<file path="src/rtl/dram_cpu_bridge.sv">
// Register-mapped CPU requester for one DRAM arbiter slave port: stages a
// 2-beat x 144-bit burst, issues it, and captures read-return beats.
module dram_cpu_bridge #(
    parameter int TIMEOUT_CYCLES = 1024
) (
    input  logic         clk,
    input  logic         rst,
    input  logic         cpu_req,
    input  logic         cpu_rnw,
    input  logic [4:0]   cpu_addr,
    input  logic [31:0]  cpu_wdata,
    output logic         cpu_ack,
    output logic [31:0]  cpu_rdata,
    output logic [31:0]  dram_cmd_addr,
    output logic         dram_cmd_rnw,
    output logic         dram_cmd_valid,
    output logic [143:0] dram_wr_data,
    output logic [17:0]  dram_wr_be,
    input  logic [143:0] dram_rd_data,
    input  logic         dram_rd_valid,
    input  logic         dram_ack
);
    // state  | meaning
    // IDLE   | waiting for an accepted go
    // CMD    | command presented, waiting for arbiter grant (beat0 on write data)
    // WDATA1 | write beat1 presented for one cycle
    // RWAIT  | collecting two read beats, bounded by TIMEOUT_CYCLES
    typedef enum logic [1:0] {IDLE, CMD, WDATA1, RWAIT} state_t;

    localparam int CW = $clog2(TIMEOUT_CYCLES);
    localparam logic [CW-1:0] CNT_LAST = CW'(TIMEOUT_CYCLES - 1);

    state_t state, state_nxt;

    logic [31:0]  addr_q;
    logic [143:0] wbuf0, wbuf1, rbuf0, rbuf1;
    logic [17:0]  be0, be1;
    logic         rnw_q, done, timeout, err;
    logic         beat_cnt;
    logic [CW-1:0] cyc_cnt;

    logic        busy, wr_acc, go_ctrl, go_ok, go_bad;
    logic [1:0]  go;
    logic        wr_beat1, rd_load0, rd_load1, fin_done, fin_to;
    logic [31:0] rd_mux;

    function automatic logic [31:0] get_word(input logic [143:0] b, input logic [2:0] w);
        if (w == 3'd4) return {16'h0, b[143:128]};
        return b[{w[1:0], 5'b0} +: 32];
    endfunction

    function automatic logic [143:0] put_word(input logic [143:0] b, input logic [2:0] w,
                                              input logic [31:0] d);
        logic [143:0] r;
        r = b;
        if (w == 3'd4) r[143:128] = d[15:0];
        else           r[{w[1:0], 5'b0} +: 32] = d;
        return r;
    endfunction

    assign busy    = (state != IDLE);
    assign wr_acc  = cpu_req && !cpu_rnw;
    assign go      = cpu_wdata[1:0];
    assign go_ctrl = wr_acc && (cpu_addr == 5'd0) && (go != 2'b00);
    assign go_ok   = go_ctrl && !busy && (go != 2'b11);
    assign go_bad  = go_ctrl && !go_ok;

    always_ff @(posedge clk) begin
        if (rst) state <= IDLE;
        else     state <= state_nxt;
    end

    always_comb begin
        state_nxt      = state;
        dram_cmd_valid = 1'b0;
        wr_beat1       = 1'b0;
        rd_load0       = 1'b0;
        rd_load1       = 1'b0;
        fin_done       = 1'b0;
        fin_to         = 1'b0;
        case (state)
            IDLE: begin
                if (go_ok) state_nxt = CMD;
            end
            CMD: begin
                dram_cmd_valid = 1'b1;
                if (dram_ack) state_nxt = rnw_q ? RWAIT : WDATA1;
            end
            WDATA1: begin
                wr_beat1  = 1'b1;
                fin_done  = 1'b1;
                state_nxt = IDLE;
            end
            RWAIT: begin
                if (dram_rd_valid) begin
                    if (!beat_cnt) begin
                        rd_load0 = 1'b1;
                    end else begin
                        rd_load1  = 1'b1;
                        fin_done  = 1'b1;
                        state_nxt = IDLE;
                    end
                end
                // A second beat landing on the last counted cycle still completes
                if (!rd_load1 && cyc_cnt == CNT_LAST) begin
                    fin_to    = 1'b1;
                    state_nxt = IDLE;
                end
            end
            default: state_nxt = IDLE;
        endcase
    end

    always_comb begin
        rd_mux = 32'h0;
        if (cpu_addr == 5'd0)                          rd_mux = {28'h0, err, timeout, done, busy};
        else if (cpu_addr == 5'd1)                     rd_mux = addr_q;
        else if (cpu_addr >= 5'd2  && cpu_addr <= 5'd6)  rd_mux = get_word(wbuf0, 3'(cpu_addr - 5'd2));
        else if (cpu_addr >= 5'd7  && cpu_addr <= 5'd11) rd_mux = get_word(wbuf1, 3'(cpu_addr - 5'd7));
        else if (cpu_addr == 5'd12)                    rd_mux = {14'h0, be0};
        else if (cpu_addr == 5'd13)                    rd_mux = {14'h0, be1};
        else if (cpu_addr >= 5'd14 && cpu_addr <= 5'd18) rd_mux = get_word(rbuf0, 3'(cpu_addr - 5'd14));
        else if (cpu_addr >= 5'd19 && cpu_addr <= 5'd23) rd_mux = get_word(rbuf1, 3'(cpu_addr - 5'd19));
    end

    always_ff @(posedge clk) begin
        if (rst) begin
            cpu_ack   <= 1'b0;
            cpu_rdata <= 32'h0;
            addr_q    <= 32'h0;
            wbuf0     <= '0;
            wbuf1     <= '0;
            be0       <= '0;
            be1       <= '0;
            rbuf0     <= '0;
            rbuf1     <= '0;
            rnw_q     <= 1'b0;
            done      <= 1'b0;
            timeout   <= 1'b0;
            err       <= 1'b0;
            beat_cnt  <= 1'b0;
            cyc_cnt   <= '0;
        end else begin
            cpu_ack   <= cpu_req;
            cpu_rdata <= (cpu_req && cpu_rnw) ? rd_mux : 32'h0;

            if (wr_acc && !busy) begin
                if (cpu_addr == 5'd1)                          addr_q <= cpu_wdata;
                else if (cpu_addr >= 5'd2 && cpu_addr <= 5'd6)  wbuf0 <= put_word(wbuf0, 3'(cpu_addr - 5'd2), cpu_wdata);
                else if (cpu_addr >= 5'd7 && cpu_addr <= 5'd11) wbuf1 <= put_word(wbuf1, 3'(cpu_addr - 5'd7), cpu_wdata);
                else if (cpu_addr == 5'd12)                    be0 <= cpu_wdata[17:0];
                else if (cpu_addr == 5'd13)                    be1 <= cpu_wdata[17:0];
            end

            if (rd_load0) rbuf0 <= dram_rd_data;
            if (rd_load1) rbuf1 <= dram_rd_data;

            if (go_ok) rnw_q <= go[0];

            if (go_ok) begin
                done    <= 1'b0;
                timeout <= 1'b0;
                err     <= 1'b0;
            end else begin
                if (go_bad)   err     <= 1'b1;
                if (fin_done) done    <= 1'b1;
                if (fin_to)   timeout <= 1'b1;
            end

            // Counters restart whenever RWAIT is not active, so each entry begins at 0
            if (state != RWAIT) begin
                beat_cnt <= 1'b0;
                cyc_cnt  <= '0;
            end else begin
                if (rd_load0) beat_cnt <= 1'b1;
                cyc_cnt <= cyc_cnt + CW'(1);
            end
        end
    end

    assign dram_cmd_addr = addr_q;
    assign dram_cmd_rnw  = rnw_q;
    assign dram_wr_data  = wr_beat1 ? wbuf1 : wbuf0;
    assign dram_wr_be    = wr_beat1 ? be1 : be0;

endmodule

</file>
<file path="config.mk">
export PLATFORM = sky130hd
export DESIGN_NAME = dram_cpu_bridge
export DESIGN_NICKNAME = d
export VERILOG_FILES = /design/src/rtl/dram_cpu_bridge.sv
export SDC_FILE = /design/constraint.sdc
export NUM_CORES = 2
export LEC_CHECK = 0
export ABC_AREA = 1
export BUFFER_PORTS_ARGS = -buffer_cell sky130_fd_sc_hd__clkbuf_2
export CAP_MARGIN = 20
export CORE_UTILIZATION = 35
export DETAILED_ROUTE_END_ITERATION = 16
export GPL_TIMING_DRIVEN = 1
export PLACE_DENSITY = 0.53
export SLEW_MARGIN = 20
export SYNTH_ARGS = -nofsm -noshare
export SYNTH_HDL_FRONTEND = slang
export SYNTH_SLANG_ARGS = --single-unit
</file>
<file path="constraint.sdc">
create_clock -name clk -period 3.2 [get_ports clk]
set_input_delay 0.32 -clock clk [delete_from_list [all_inputs] [get_ports clk]]
set_output_delay 0.32 -clock clk [all_outputs]
set_load 0.05 [all_outputs]
</file>
==> flow_metrics.tcl <==
set metrics [dict create \
    seqCellArea_sq_um 13900 \
    dp_hpwl_mm 103 \
    antenna_found_initial 4 \
    drive_gt1_share_pct 14.3 \
    synth_nets 4900 \
    drv_slew 0 \
    worstSetupPathType "flip-flop to primary output" \
    grt_max_degree 141 \
    max_slew.worst_pin.slew_ns 0.957 \
    postRouteAntennaNets 0 \
    synthFlopType "dfxtp_1" \
    areaGrowthSynthToFinish_pct 23.0 \
    cp_num_buf_inv 2 \
    ys_warn_count 0 \
    grt_pass1_wl_mm 221 \
    post-route-period-util_pct 98.1 \
    fmax_mhz 319 \
    synth_seq_area_share_pct 43.0 \
    synth_fa_ha_area_share_pct 0.426 \
    overflow 0 \
    synthSimpleGateAreaFrac_pct 19.5 \
    firstDrtPassIters 5 \
    skew_ns 0.0336 \
    grt_usage_pct 31.5 \
    io_buffer_count 415 \
    yosysUniqueCellTypes 39 \
    insertion_delay_ns 0.64 \
    n_fill_cell 9591 \
    dp_cells 6058 \
    synthCells 4702 \
    vias 35000 \
    critPathSlowestCell "o21ai_0" \
    synthXorXnorAreaFrac_pct 0.0271 \
    h-tree-depth 3 \
    path_cells "nand2_4 -> buf_12 -> o21ai_0 -> clkbuf_2" \
    cts_made_buffers 81 \
    critPathTopFamily "buffers and inverters" \
    die-area_sq_um 93500 \
    critPathMaxStageDelay_ns 0.59 \
    muxShareOfSynthArea_pct 0.383 \
    die_x_um 306 \
    async_flop_share_pct 0 \
    p_leak_uw 0.0162 \
    cts_tree "built" \
    max-slew-margin-rel_pct 36.2 \
    clk_pin_slew_ns 0.06 \
    synth-compound-area-share_pct 27.0 \
    dpl_cell_area_sq_um 35800 \
    start_util_pct 35.3 \
    setup-tns-final_ns 0 \
    coreArea_sq_um 91500 \
    final_nets 5275 \
    crit_required_ns 2.88 \
    gp_congestion 0.904 \
    crit_fanout 49 \
    crit_path_end_kind "primary output" \
    multi_input_comb_area_sq_um 15300 \
    final_cell_area_sq_um 39700 \
    drv_cap 0 \
    ir_drop_v 0.000465 \
    synth_area_per_cell_sq_um 6.87 \
    clock_sinks 694 \
    syn_area_sq_um 32300 \
    drc_errors 0 \
    synth_top_family_by_area "compound AO/OA/AOI/OAI gates" \
    p_per_area_nw_per_um2 521 \
    setup_viol 0 \
    vias_per_cell 5.53 \
    hold_violations 0 \
    layout_min_cycle_time_ns 3.14 \
    cts_setup_buffers 0 \
    routedWlPerCell_um 24.0 \
    rows 111 \
    grt_pass1_vias 32400 \
    io_pins 416 \
    outcome "finished, final reports clean" \
    dieHeight_um 306 \
    hold_path_class "primary input to flip-flop" \
    ys_seq_elements 694 \
    fin_ws_ns 0.0608 \
    rsz0062_at_grt "false" \
    start_kind "flip-flop" \
    final_cells 6327 \
    cts.path.max_buffers 3 \
    synth_edf_count 0 \
    arrival_ns 2.82 \
    clockRootBuffer "clkbuf_16" \
    pre_cts_ws_ns 0.0269 \
    routed_wl_mm 152 \
    totalPowerFinal_uw 20700 \
    drt_iter0_drc 4001 \
]
## cell usage after synthesis, drive strengths merged (2+ instances only)
| master | count | area, sq um |
|---|---|---|
| o21ai | 761 | 3810 |
| nand2 | 698 | 2620 |
| dfxtp | 694 | 13900 |
| nor2 | 620 | 2340 |
| a21oi | 575 | 2880 |
| inv | 426 | 1600 |
| clkbuf | 303 | 1140 |
| nand3 | 189 | 976 |
| a211oi | 114 | 856 |
| buf | 80 | 375 |
| o22ai | 45 | 282 |
| a31oi | 36 | 225 |
| o211ai | 29 | 218 |
| nand4 | 23 | 144 |
| a22oi | 20 | 150 |
| nor3 | 15 | 91.3 |
| o2111ai | 15 | 131 |
| nor3b | 14 | 110 |
| a221oi | 12 | 105 |
| ha | 11 | 138 |
| mux2 | 11 | 124 |
| a32oi | 4 | 35.0 |
| o21a | 2 | 15.0 |
| or2 | 2 | 12.5 |
## per-layer routing
metal  global-route usage (%)  share of wire (%)  up-vias  wire length (um)
li1                         -                  -    16400                 -
met1                     41.0                 41    16600             62000
met2                     51.3                 46     1673             70000
met3                     4.57                7.8      313             11900
met4                     14.7                5.2        4              7850
met5                        0              0.014        -                22
## power breakdown
group	total (uW)	leakage [uW]	internal, uW	switching [uW]
clock	9630	0.00135	5710	3920
combinational	2300	0.00925	610	1690
sequential	8740	0.00559	8700	41.9
## final timing paths
path                                            start                endpoint  slack (ns)  cells past startpoint
worst max-delay path            state[1]$_SDFFE_PP0P_        dram_wr_data[49]        0.06                      4
worst min-delay path                 dram_rd_data[14]  rbuf0[14]$_SDFFE_PP0P_       0.009                      3
worst max register to register  state[1]$_SDFFE_PP0P_  wbuf1[42]$_SDFFE_PP0P_        0.77                      9
worst min register to register  cyc_cnt[0]$_SDFF_PP0_   cyc_cnt[0]$_SDFF_PP0_        0.44                      1
## final cells by class
type,count,area share (%)
Antenna cell,1,0.00630
Clock buffer,122,6.10
Clock inverter,24,0.728
Inverter,426,4.08
Multi-Input combinational cell,3199,38.6
Sequential cell,694,35.0
Tap cell,1186,3.74
Timing Repair Buffer,675,11.7
## layout by cell type, fill, tap and decap left out, types with 6 or more instances in the layout
cell and instances:
mux2_2 11, dfxtp_1 694, nand4_1 23, nor3_1 12, clkbuf_8 18, o21ai_0 759, a21oi_1 574, ha_1 11
nor3b_1 13, bufinv_16 6, nand2_1 694, o2111ai_1 15, nor2_1 611, inv_1 410, nand3_2 6, dlygate4sd3_1 122
clkinv_2 15, a31oi_1 36, buf_12 25, buf_4 113, a211oi_1 114, clkbuf_2 412, nand3_1 183, a22oi_1 20
clkbuf_16 84, o22ai_1 45, o211ai_1 29, a221oi_1 12, clkbuf_1 20, inv_2 12
## sequential cells by signal, summed over array words and instances (netlist names), 2 cells and up
signal         flops
be0               18
be1               18
cpu_rdata         32
cyc_cnt           10
dram_cmd_addr     32
rbuf0            144
rbuf1            144
state              2
wbuf0            144
wbuf1            144
## stage by stage
| stage | utilization, % | hold WS [ns] |
|---|---|---|
| after floorplan | - | 0.418 |
| after global placement | 39.1 | 0.433 |
| after detailed placement | 39.1 | 0.436 |
| after CTS | 43.4 | 0.000187 |
| after global routing | 43.4 | 0.0130 |
| final | 43.4 | 0.00909 |
## kinds of logic (layout without fill, tap and decap cells)
group	after synthesis	in the layout
mux	11	11
buf+inv	809	1247
other cells	0	1
simple gates	1561	1561
fa+ha+maj	11	11
flops	694	694
compound gates	1615	1615
xor+xnor	1	1
## worst register-to-register path, delay by kind of cell, from the launching register on
kind                   cells  cell delay [ns]
AND/OR/NAND/NOR            5             1.16
AO/OA/AOI/OAI              2             0.29
flip-flops                 1             0.37
buffers and inverters      2             0.54
## repair_timing
action                     4_1_cts  5_1_grt
setup endpoints to repair        0        1
hold buffers                   122        0
gates resized for setup          0        2
hold endpoints to repair       188        0
Power figures use the tool's default switching activity.
